[config.mk]
export PLATFORM = sky130hd
export DESIGN_NAME = controle_valvulas
export DESIGN_NICKNAME = d
export VERILOG_FILES = /design/src/rtl/controle_valvulas.sv
export SDC_FILE = /design/constraint.sdc
export NUM_CORES = 1
export LEC_CHECK = 0
export BUFFER_PORTS_ARGS = -buffer_cell sky130_fd_sc_hd__buf_2
export CAP_MARGIN = 20
export CORE_ASPECT_RATIO = 0.6
export CORE_MARGIN = 3
export CORE_UTILIZATION = 47
export CTS_CLUSTER_SIZE = 8
export DETAILED_ROUTE_END_ITERATION = 6
export GPL_TIMING_DRIVEN = 0
export PLACE_DENSITY_LB_ADDON = 0.12
export SETUP_SLACK_MARGIN = 0.5
export SLEW_MARGIN = 10
export SYNTH_ARGS = -nofsm -noshare
export SYNTH_HDL_FRONTEND = slang
export SYNTH_SLANG_ARGS = --single-unit
[constraint.sdc]
create_clock -name clock -period 2.4 [get_ports clock]
set_input_delay 0.12 -clock clock [delete_from_list [all_inputs] [get_ports clock]]
set_output_delay 0.12 -clock clock [all_outputs]
set_load 0.02 [all_outputs]
[src/rtl/controle_valvulas.sv]
// Multi-channel valve controller: manual/auto arbitration, latched auto requests,
// minimum dwell between output changes and auto-mode open timeout with fault lockout.
//
// state   | meaning
// FECHADA | valve closed, may open once dwell has elapsed
// ABERTA  | valve open, counting consecutive open cycles
// TRAVADA | auto timeout fault, valve forced closed until manual or fecha_auto
module controle_valvulas #(
   parameter int N_CH      = 4,
   parameter int MIN_DWELL = 8,
   parameter int MAX_OPEN  = 1000
) (
   input  logic                         clock,
   input  logic                         reset,
   input  logic [N_CH-1:0]              manual,
   input  logic [N_CH-1:0]              abre_manual,
   input  logic [N_CH-1:0]              abre_auto,
   input  logic [N_CH-1:0]              fecha_auto,
   output logic [N_CH-1:0]              abre_valvula,
   output logic [N_CH-1:0]              falha,
   output logic                         alguma_falha,
   output logic [$clog2(N_CH+1)-1:0]    qtd_abertas
);

   localparam int MAX_VAL = (MIN_DWELL > MAX_OPEN) ? MIN_DWELL : MAX_OPEN;
   localparam int CW      = $clog2(MAX_VAL + 2);
   localparam int QW      = $clog2(N_CH + 1);

   localparam logic [CW-1:0] DWELL_C    = CW'(MIN_DWELL);
   localparam logic [CW-1:0] OPEN_C     = CW'(MAX_OPEN);
   localparam logic          TIMEOUT_ON = (MAX_OPEN != 0);

   typedef enum logic [1:0] {
      FECHADA = 2'd0,
      ABERTA  = 2'd1,
      TRAVADA = 2'd2
   } estado_t;

   for (genvar i = 0; i < N_CH; i++) begin : g_canal
      estado_t       estado;
      estado_t       estado_prox;
      logic          desejo;
      logic          desejo_prox;
      logic [CW-1:0] contador;
      logic          pronto;
      logic          abre_q;
      logic          falha_q;

      assign pronto = (contador >= DWELL_C);

      always_comb begin
         desejo_prox = desejo;
         if (estado == TRAVADA)
            desejo_prox = 1'b0;
         else if (manual[i])
            desejo_prox = abre_manual[i];
         else if (abre_auto[i])
            desejo_prox = 1'b1;
         else if (fecha_auto[i])
            desejo_prox = 1'b0;
      end

      // Timeout has priority over a close request that lands on the same edge.
      always_comb begin
         estado_prox = estado;
         case (estado)
            FECHADA: begin
               if (desejo_prox && pronto)
                  estado_prox = ABERTA;
            end
            ABERTA: begin
               if (!manual[i] && TIMEOUT_ON && (contador >= OPEN_C))
                  estado_prox = TRAVADA;
               else if (!desejo_prox && pronto)
                  estado_prox = FECHADA;
            end
            TRAVADA: begin
               if (manual[i] || fecha_auto[i])
                  estado_prox = FECHADA;
            end
            default: estado_prox = FECHADA;
         endcase
      end

      always_ff @(posedge clock) begin
         if (reset) begin
            estado   <= FECHADA;
            desejo   <= 1'b0;
            contador <= '1;
            abre_q   <= 1'b0;
            falha_q  <= 1'b0;
         end else begin
            estado <= estado_prox;
            desejo <= desejo_prox;
            if (estado_prox != estado)
               contador <= CW'(1);
            else if (contador != '1)
               contador <= contador + CW'(1);
            abre_q  <= (estado_prox == ABERTA);
            falha_q <= (estado_prox == TRAVADA);
         end
      end

      assign abre_valvula[i] = abre_q;
      assign falha[i]        = falha_q;
   end

   always_comb begin
      qtd_abertas = '0;
      for (int i = 0; i < N_CH; i++)
         qtd_abertas = qtd_abertas + QW'(abre_valvula[i]);
   end

   assign alguma_falha = |falha;

endmodule

======== Yosys cells after proc, flatten, opt, wreduce, memory -nomap -nowiden ========
Cells that the tools add are included.
operators by class
  $add $sub $neg .......................... 7
  $mul .................................... 0
  divide/modulo/power cells ............... 0
  order comparisons ....................... 8
  eq/ne operators ......................... 24
  shift operators ......................... 0
  mux-type cells .......................... 44
  bitwise operators ....................... 0
  reductions and logical operators ........ 37
operators with widths
  cell                                                                                   count
  10-bit 2-to-1 mux                                                                      8
  10-bit by 1-bit adder with 10-bit output (second input constant)                       4
  10-bit greater-or-equal comparator (second input constant)                             4
  10-bit by 4-bit greater-or-equal comparator with 1-bit output (second input constant)  4
  10-bit inequality test (second input constant)                                         4
  2-bit 2-to-1 mux                                                                       16
  2-bit one-hot mux with 3 select lines                                                  4
  2-bit by 1-bit == test with 1-bit output (second input constant)                       8
  2-bit == test (second input constant)                                                  8
  1-bit 2-to-1 mux                                                                       16
  1-bit logical AND                                                                      12
  1-bit zero test                                                                        8
  2-bit zero test                                                                        4
  2-bit inequality test                                                                  4
  2-bit nonzero test                                                                     4
  2-bit OR reduction                                                                     4
  1-bit logical OR                                                                       4
  4-bit OR reduction                                                                     1
  2-bit by 1-bit adder with 3-bit output                                                 1
  3-bit by 1-bit adder with 3-bit output                                                 1
  1-bit by 1-bit adder with 2-bit output                                                 1
word-level totals
  bits in registers ....................... 60
  bits in latches ......................... 0
  RAM bits ................................ 0
  bits in read-only memories .............. 0
  bits of input ports ..................... 18
  word-level logic and storage cells ...... 144
  memories ................................ 0

======== Logic depth before layout (Yosys ltp) ========
  depth in word-level cells ............... 11
  mapped depth ............................ 6
  depth with buffers taken out ............ 5

======== Worst setup path before layout ========
Ideal clock, no wire load.
  kind .................................... register to register
  start ................................... register g_canal[0].contador[3]
  end ..................................... register g_canal[0].contador[0]
  setup time .............................. 0.134 ns
  arrival time ............................ 1.715 ns
  data required time ...................... 2.266 ns
  setup slack ............................. 0.551 ns
  cell stages (with the launch flop) ...... 6
  path buffers ............................ 1
  path through ............................ dfxtp_1 buf_6 or4_4 o21ai_1 mux2i_2 or4_1
on the way
  word-level cells in the longest chain between the ends .. 7
ends and longest elaborated chain
  item                                                           line  source
  start: declaration                                             44    logic [CW-1:0] contador;
  start signal: assignment                                       98    contador <= contador + CW'(1);
  10-bit by 4-bit greater-or-equal comparator with 1-bit output  49    assign pronto = (contador >= DWELL_C);
  1-bit logical AND                                              74    else if (!desejo_prox && pronto)
  2-bit 2-to-1 mux                                               74
  2-bit 2-to-1 mux                                               72    if (!manual[i] && TIMEOUT_ON && (contador >= OPEN_C))
  2-bit one-hot mux with 3 select lines                          66    case (estado)
  2-bit inequality test                                          95    if (estado_prox != estado)
  2-bit OR reduction (no source line)                            n/a
Parallel ways exist; a longest one is shown, timed or not.
A chain may end at the register's enable or synchronous reset.

======== Worst setup path after layout ========
  start ................................... register g_canal[1].contador[9]
  end ..................................... register g_canal[1].contador[4]
on the way
  word-level cells in the longest chain between the ends .. 7
ends and longest elaborated chain
  item                                                            line
  start: declaration                                              44
  start signal: assignment                                        98
  10-bit by 4-bit greater-or-equal comparator with 1-bit output   49
  1-bit logical AND                                               74
  2-bit 2-to-1 mux                                                74
  2-bit 2-to-1 mux                                                72
  2-bit one-hot mux with 3 select lines                           66
  2-bit inequality test                                           95
  10-bit 2-to-1 mux / 2-bit nonzero test (equally long branches)  n/a
Parallel ways exist; a longest one is shown, timed or not.

==> results.toml <==
[global_routing]
grtUsageTotal = 0.222
groute.layer.met1.usage = 0.321
grt_pass1_vias = 2870
antenna_found_initial = 0
grt_max_degree = 11
grt_pass1_wl_um = 14100
grt_util_met2 = 0.316
top_usage_layer = "met1"
gr-usage-met3 = 0.0744
overflow = 0

[detailed_routing]
ant_nets = 0
firstDrtPassIters = 5
drt_wl_total_um = 8930
drc_errors = 0
drtIter0Drc = 224
num_vias = 3168
vias_per_cell = 5.97
wl_per_cell_um = 16.8

[power]
ir_worst_vdd_v = 0.000579
p_total_mw = 3.56
total_leakage_power_nw = 1.80
power_per_cell_area_nw_per_um2 = 821

[setup_path]
startpoint_type = "flip-flop"
required_ns = 2.61
cp-end-kind = "flip-flop"
crit_fanout = 6
cpPeakStageDelay_ns = 0.59
cp.arrival_ns = 2.13
path_class = "flip-flop to flip-flop"
reg2reg_depth = 5
cp_slowest_cell = "or4_4"
cp_cell_sequence = "or4_4 > o21ai_4 > mux2i_4 > buf_4 > o41ai_1"

[placement]
io_buffers = 29
hpwl_um = 5540
post-place-ws_ns = 0.299
place_congestion = 0.830

[die]
start_util = 0.489
die_area_sq_um = 8120
die_w_um = 114
ioPinCount = 30
die_h_um = 71
rows = 23
core-area_sq_um = 6760

[sta]
fin_worst_skew_ns = 0.00708
final_max_slew_viol_count = 0
setup_viol = 0
setup_ws_ns = 0.472
min_period_ns = 1.93
final-hold-violation-count = 0
clock.fmax_mhz = 519
rsz0062_at_grt = "yes"
tns_ns = 0
worst_pin_slew_ns = 0.745
post-route-period-util = 0.803
max_slew_margin = 0.503

[logic_synthesis]
synth_flop_cell = "dfxtp_1"
synth-edff-count = 0
ys_types = 44
ys_ff_latch = 60
syn_area_per_cell_sq_um = 8.66
syn_nets = 411
ys_seq_area_frac = 0.363
async_flop_share = 0
synth_cells = 382
syn_area_sq_um = 3310
ys_warn_count = 0

[cells_and_area]
post_route_cells_drive_above_1_share = 0.277
fill_cells = 580
areaGrowthSynthToFinish_pct = 31.0
fin_util = 0.641
diodes = 0
finalNetCount = 468

[flow_run]
maxCapViolCount = 0

[clock_network]
cts_sinks = 60
clk_pin_slew_ns = 0.05
cts.hold.buffers_added = 0
htreeDepth = 3
cts_made_buffers = 9
cts_tree = "yes"
clockRootBuffer = "clkbuf_16"
cts_buffer_depth = 2
clk_latency_ns = 0.34

[run_status]
status = "finished clean"

[hold_path]
min_path_type = "input port to flip-flop"
hold_depth = 2
-- layout make-up --
type	count	area, sq um	share of cell area
timing repair buffer	45	272	0.0626
clock inverter	4	95.1	0.0219
inverter	20	75.1	0.0173
tap	87	109	0.0251
buffer	27	154	0.0355
multi-input combinational	276	2160	0.498
sequential	60	1210	0.280
clock buffer	12	256	0.0592
-- layer usage --
metal	wire, um	vias up
met4	99	0
li1	-	1552
met1	4370	1499
met2	3870	99
met3	586	18
met5	0	-
-- cells by family (layout without fill, tap and decap cells) --
logic type | count (synthesis) | after routing | synth area share
AO/OA/AOI/OAI | 90 | 90 | 0.202
AND/OR/NAND/NOR | 145 | 145 | 0.235
buffers and inverters | 47 | 108 | 0.0681
multiplexers | 20 | 21 | 0.0643
adder cells (fa/ha/maj) | 11 | 11 | 0.0439
XOR/XNOR | 9 | 9 | 0.0238
flip-flops | 60 | 60 | 0.363
-- path summary, 6_finish.rpt --
check	end	startpoint	slack, ns
min reg2reg	g_canal[0].estado[0]$_SDFF_PP0_	g_canal[0].estado[1]$_SDFF_PP0_	0.53
max	g_canal[1].contador[4]$_SDFFE_PP1P_	g_canal[1].contador[9]$_SDFFE_PP1P_	0.47
max reg2reg	g_canal[1].contador[4]$_SDFFE_PP1P_	g_canal[1].contador[9]$_SDFFE_PP1P_	0.47
min	g_canal[2].contador[0]$_SDFFE_PP1N_	reset	0.05
-- cells in the final DEF, fill, tap and decap left out, types with 8 or more instances in the layout --
| master | instances |
|---|---|
| nand4_1 | 9 |
| clkbuf_1 | 12 |
| inv_1 | 17 |
| a21oi_1 | 10 |
| ha_1 | 8 |
| nor4_1 | 8 |
| buf_2 | 31 |
| buf_4 | 24 |
| dfxtp_1 | 52 |
| nor3_1 | 10 |
| o31ai_1 | 20 |
| mux2i_1 | 16 |
| nor2_1 | 45 |
| nand3_1 | 10 |
| nand2b_1 | 11 |
| and4_1 | 9 |
| nand2_1 | 14 |
| clkbuf_16 | 9 |
| o41ai_1 | 12 |
-- report_power, final --
part	leakage, nW	total (mW)	internal (mW)	switching [mW]
Clock	0.173	1.53	1.07	0.465
Combinational	1.12	0.774	0.335	0.439
Sequential	0.501	1.25	1.11	0.139
-- critical path: cells and delay by family, from the launching register on --
family / cells / cell delay [ns]
muxes: 1 / 0.10
and+or+nand+nor: 1 / 0.59
DFF: 1 / 0.36
AOI/OAI and AO/OA: 2 / 0.59
buffers and inverters: 1 / 0.17
-- stage by stage --
step,hold WS [ns],area [sq um],std cells
2_1_floorplan,0.225,3310,382
4_1_cts,0.0431,4100,521
5_1_grt,0.0559,4330,531
6_report,0.0508,4330,531
3_3_place_gp,0.381,3560,498
3_5_place_dp,0.397,3560,498
-- synthesized netlist by cell type, types with 3 or more instances --
master	count	area [sq um]
a31oi_1	7	43.8
inv_1	20	75.1
o21ai_0	6	30.0
nor2_1	45	169
o41ai_1	17	149
nor3_1	12	60.1
mux2i_1	16	160
a2111oi_0	7	61.3
or4_1	5	37.5
and3_1	4	25.0
nand3_1	12	60.1
and4_1	9	78.8
a21oi_1	10	50.1
nand4_1	9	56.3
dfxtp_1	60	1200
nor2b_1	4	25.0
buf_2	3	15.0
clkbuf_1	14	52.6
mux2i_2	3	41.3
nor4_1	11	68.8
buf_4	8	60.1
o31ai_1	22	165
or4_4	3	33.8
nand2_1	14	52.6
nand2b_1	11	68.8
or3_1	3	18.8
o211a_1	3	30.0
xnor2_1	7	61.3
ha_1	10	125
o21ai_1	5	25.0
a211oi_1	3	22.5
-- sequential cells by signal (all words and copies together) (netlist names) --
name and count:
g_canal.estado 8, g_canal.contador 40, g_canal.abre_q 4, g_canal.falha_q 4
g_canal.desejo 4
-- what timing repair did --
item | CTS | global route
endpoints found under the hold margin | 0 | 0
setup endpoints to repair | 42 | 42
buffers inserted | 7 | 9
pin swaps | 2 | 12
gates resized for setup | 29 | 32
cloned | 0 | 1
Power figures use the tool's default switching activity.
